==> config.mk <==
export PLATFORM = sky130hd
export DESIGN_NAME = if_id_pipe_reg
export DESIGN_NICKNAME = d
export VERILOG_FILES = /design/src/rtl/if_id_pipe_reg.sv
export SDC_FILE = /design/constraint.sdc
export NUM_CORES = 1
export LEC_CHECK = 0
export CORE_AREA = 3 3 145 147
export DETAILED_ROUTE_END_ITERATION = 12
export DIE_AREA = 0 0 148 150
export GPL_TIMING_DRIVEN = 1
export REMOVE_ABC_BUFFERS = 1
export SLEW_MARGIN = 20
export SYNTH_ARGS = -nofsm -noshare
export SYNTH_HDL_FRONTEND = slang
export SYNTH_SLANG_ARGS = --single-unit
export TNS_END_PERCENT = 5
==> constraint.sdc <==
create_clock -name clk_i -period 1.9 [get_ports clk_i]
set_input_delay 0.285 -clock clk_i [delete_from_list [all_inputs] [get_ports clk_i]]
set_output_delay 0.285 -clock clk_i [all_outputs]
set_load 0.01 [all_outputs]
==> src/rtl/if_id_pipe_reg.sv <==
// IF/ID pipeline register: valid bit, stall hold, flush-to-bubble and a one-entry skid buffer.
// Define IFID_PERF_EN to add saturating stall/flush event counters.
module if_id_pipe_reg #(
  parameter int unsigned ADDR_W   = 32,
  parameter logic [31:0] NOP_INST = 32'h0000_0000,
  parameter int unsigned CNT_W    = 16
) (
  input  logic              clk_i,
  input  logic              rst_n_i,
  input  logic [ADDR_W-1:0] inst_addr_i,
  input  logic [31:0]       inst_i,
  input  logic              valid_i,
  output logic              ready_o,
  input  logic              stall_i,
  input  logic              flush_i,
  output logic              valid_o,
  output logic [ADDR_W-1:0] inst_addr_o,
  output logic [31:0]       inst_o,
  output logic [5:0]        op_o,
  output logic [4:0]        rs_o,
  output logic [4:0]        rt_o,
  output logic [4:0]        rd_o,
  output logic [5:0]        funct_o,
  output logic [15:0]       imm16_o,
  output logic [25:0]       jaddr_o
`ifdef IFID_PERF_EN
  ,
  output logic [CNT_W-1:0]  stall_cnt_o,
  output logic [CNT_W-1:0]  flush_cnt_o
`endif
);

  logic              m_valid;
  logic [ADDR_W-1:0] m_addr;
  logic [31:0]       m_inst;
  logic              s_valid;
  logic [ADDR_W-1:0] s_addr;
  logic [31:0]       s_inst;
  logic              accept;

  // Ready depends only on registered state, so stall/flush never reach fetch combinationally.
  assign ready_o = ~s_valid;
  assign accept  = valid_i & ready_o;

  always_ff @(posedge clk_i or negedge rst_n_i) begin
    if (!rst_n_i) begin
      m_valid <= 1'b0;
      m_addr  <= '0;
      m_inst  <= NOP_INST;
      s_valid <= 1'b0;
      s_addr  <= '0;
      s_inst  <= NOP_INST;
    end else if (flush_i) begin
      m_valid <= 1'b0;
      m_inst  <= NOP_INST;
      s_valid <= 1'b0;
      s_inst  <= NOP_INST;
    end else if (stall_i) begin
      if (accept) begin
        s_valid <= 1'b1;
        s_addr  <= inst_addr_i;
        s_inst  <= inst_i;
      end
    end else if (s_valid) begin
      // Skid entry drains first; fetch is blocked this cycle since ready_o is low.
      m_valid <= 1'b1;
      m_addr  <= s_addr;
      m_inst  <= s_inst;
      s_valid <= 1'b0;
      s_inst  <= NOP_INST;
    end else if (accept) begin
      m_valid <= 1'b1;
      m_addr  <= inst_addr_i;
      m_inst  <= inst_i;
    end else begin
      m_valid <= 1'b0;
      m_inst  <= NOP_INST;
    end
  end

  assign valid_o     = m_valid;
  assign inst_addr_o = m_addr;
  assign inst_o      = m_inst;
  assign op_o        = m_inst[31:26];
  assign rs_o        = m_inst[25:21];
  assign rt_o        = m_inst[20:16];
  assign rd_o        = m_inst[15:11];
  assign funct_o     = m_inst[5:0];
  assign imm16_o     = m_inst[15:0];
  assign jaddr_o     = m_inst[25:0];

`ifdef IFID_PERF_EN
  logic stall_evt;
  logic flush_evt;

  assign stall_evt = stall_i & ~flush_i & m_valid;
  assign flush_evt = flush_i & (m_valid | s_valid);

  always_ff @(posedge clk_i or negedge rst_n_i) begin
    if (!rst_n_i) begin
      stall_cnt_o <= '0;
      flush_cnt_o <= '0;
    end else begin
      if (stall_evt && (stall_cnt_o != '1)) stall_cnt_o <= stall_cnt_o + 1'b1;
      if (flush_evt && (flush_cnt_o != '1)) flush_cnt_o <= flush_cnt_o + 1'b1;
    end
  end
`endif

endmodule

==> flow_metrics.env <==
export IMPL_rows=52
export IMPL_cts_buffers=17
export IMPL_cts_tree="built"
export IMPL_syn_cell_area_um2=6300
export IMPL_seq_area_frac_synth_pct=51.7
export IMPL_viasPerCell=4.81
export IMPL_yosysTopAreaCell="dfrtp_1"
export IMPL_synth_edff_count=0
export IMPL_dieWidth_um=148
export IMPL_grt_usage_pct=14.3
export IMPL_drt_iter0_drc=189
export IMPL_yosys_register_bits=130
export IMPL_maxCapViolations=0
export IMPL_initial_core_util_pct=31.4
export IMPL_hold_slack_ps=420
export IMPL_antenna_left=0
export IMPL_final_nets=714
export IMPL_portBuffers=203
export IMPL_diodes=0
export IMPL_dieArea_um2=22200
export IMPL_clk_latency_ps=410
export IMPL_place_gp_congestion=0.743
export IMPL_rsz0062_at_grt="false"
export IMPL_required_ps=2240
export IMPL_yosys_cell_count_top_type="dfrtp_1"
export IMPL_wl_per_cell_um=17.2
export IMPL_timing_final_crit_share_pct=93.7
export IMPL_clock_fmax_ghz=0.562
export IMPL_gr_total_overflow=0
export IMPL_cts_setup_buffers=0
export IMPL_firstDrtPassIters=4
export IMPL_coreArea_um2=20000
export IMPL_synth_commonest_cells="dfrtp_1, buf_4, mux2_1, nor2_1, nor3_1"
export IMPL_powerDensity_nw_per_um2=932
export IMPL_area_growth_pct=39.6
export IMPL_drive_gt1_share_pct=17.5
export IMPL_clk_pin_slew_ps=60
export IMPL_fin_util_pct=43.9
export IMPL_vias=4461
export IMPL_cp_start_kind="input port"
export IMPL_drcViolationCount=0
export IMPL_min_period_ps=1780
export IMPL_clkSinkCount=130
export IMPL_dp_final_hpwl_um=10700
export IMPL_h_tree_depth=4
export IMPL_wirelength_um=16000
export IMPL_tightest_slew_ps=859
export IMPL_skew_ps=9.32
export IMPL_synth_cells=510
export IMPL_die_h_um=150
export IMPL_async_flop_share_pct=100
export IMPL_ios=204
export IMPL_ctsLongestPathBuffers=2
export IMPL_cp_max_fo=32
export IMPL_synth_top_cell_area_share_pct=51.7
export IMPL_yosysUniqueCellTypes=23
export IMPL_syn_avg_cell_area_um2=12.3
export IMPL_min_path_type="input port to async pin"
export IMPL_leakage_nw=3.83
export IMPL_synthFlopType="dfrtp_1"
export IMPL_setup_viol=0
export IMPL_crit_path_end_kind="flip-flop"
export IMPL_ys_warnings_count=0
export IMPL_synthTopCellsByArea="dfrtp_1, buf_4, mux2_1"
export IMPL_slew_headroom_pct=42.6
export IMPL_status="finished, final reports clean"
export IMPL_grt_pass1_vias=4934
export IMPL_cts_root_buffer="clkbuf_16"
export IMPL_worstPathArrival_ps=2120
export IMPL_worstSetupPathType="input port to flip-flop"
export IMPL_grt_max_degree=47
export IMPL_irDropWorstVdd_mv=0.569
export IMPL_antenna_found_initial=0
export IMPL_slew_violations=0
export IMPL_grt_pass1_wl_um=25500
export IMPL_finalHoldViolations=0
-- metal layers --
metal  vias up  share of wire (%)  GRT usage, %
met5         -                  0             0
met4         0                1.2          5.08
met2       179                 48          23.7
met1      2227                 44          18.0
li1       2040                  -             -
met3        15                7.1          4.18
-- critical path: stages --
cell and delay [ps]:
clkdlybuf4s50_1 660, buf_4 180, inv_2 40, a21oi_4 670, a31o_1 250
-- cells in the final DEF (no fill, tap or decap), drive strengths merged, types with 3 or more instances in the layout --
| cell type | instances |
|---|---|
| nor2 | 33 |
| clkinv | 6 |
| and3 | 32 |
| mux2 | 96 |
| a31o | 32 |
| dfrtp | 130 |
| nand2 | 3 |
| clkdlybuf4s50 | 201 |
| a221oi | 32 |
| buf | 24 |
| clkbuf | 19 |
| nor3 | 33 |
| clkinvlp | 6 |
-- final timing paths --
kind / start / end / slack [ps] / cells after the start
setup / recovery: stall_i / s_inst[1] / 120 / 5
hold / removal: rst_n_i / s_inst[9] / 420 / 2
setup reg to reg: s_valid / inst_addr_o[16] / 260 / 4
hold reg to reg: s_addr[0] / s_addr[0] / 480 / 1
max in group asynchronous: rst_n_i / inst_addr_o[3] / 880 / 3
min in group clk_i: s_addr[0] / s_addr[0] / 480 / 1
-- stage by stage --
step	area (um2)	setup WS [ps]	total power [mW]	instances	setup TNS, ps
floorplan	5550	-1990	4.08	399	-196740
global placement	8220	-186	5.10	895	-14480
detailed placement	8220	-253	5.16	895	-17970
CTS	8790	168	8.33	928	0
global route	8790	64.2	8.59	928	0
finish	8790	121	8.20	928	0
-- where the power goes --
part | internal, mW | leakage, nW | total (mW) | switching, mW
clock | 1.86 | 0.263 | 3.10 | 1.24
sequential | 3.14 | 1.65 | 3.37 | 0.235
combinational | 1.06 | 1.92 | 1.72 | 0.661
-- cell type report --
type | instances | area, um2
fill | 1878 | 11200
sequential | 130 | 3250
timing repair buffer | 227 | 2310
multi-input combinational | 267 | 2310
clock buffer | 19 | 453
tap | 270 | 338
clock inverter | 13 | 113
inverter | 2 | 7.51
-- flip-flops by register name, indices dropped and copies added (netlist names) --
signal	count
s_inst	32
inst_o	32
s_addr	32
inst_addr_o	32
s_valid	1
valid_o	1
-- cells by family after synthesis --
| family | after synthesis | share of synthesized area, % |
|---|---|---|
| AND/OR/NAND/NOR | 106 | 8.52 |
| AO/OA/AOI/OAI | 65 | 8.98 |
| multiplexers | 96 | 18.9 |
| buffers and inverters | 113 | 11.9 |
| flip-flops | 130 | 51.7 |
-- timing repair --
item | CTS | global route
hold buffers | 1 | 0
endpoints found under the hold margin | 43 | 0
gates resized for setup | 1 | 0
endpoints found under the setup margin | 1 | 0
Note: power is estimated with default switching activity, not from simulation.
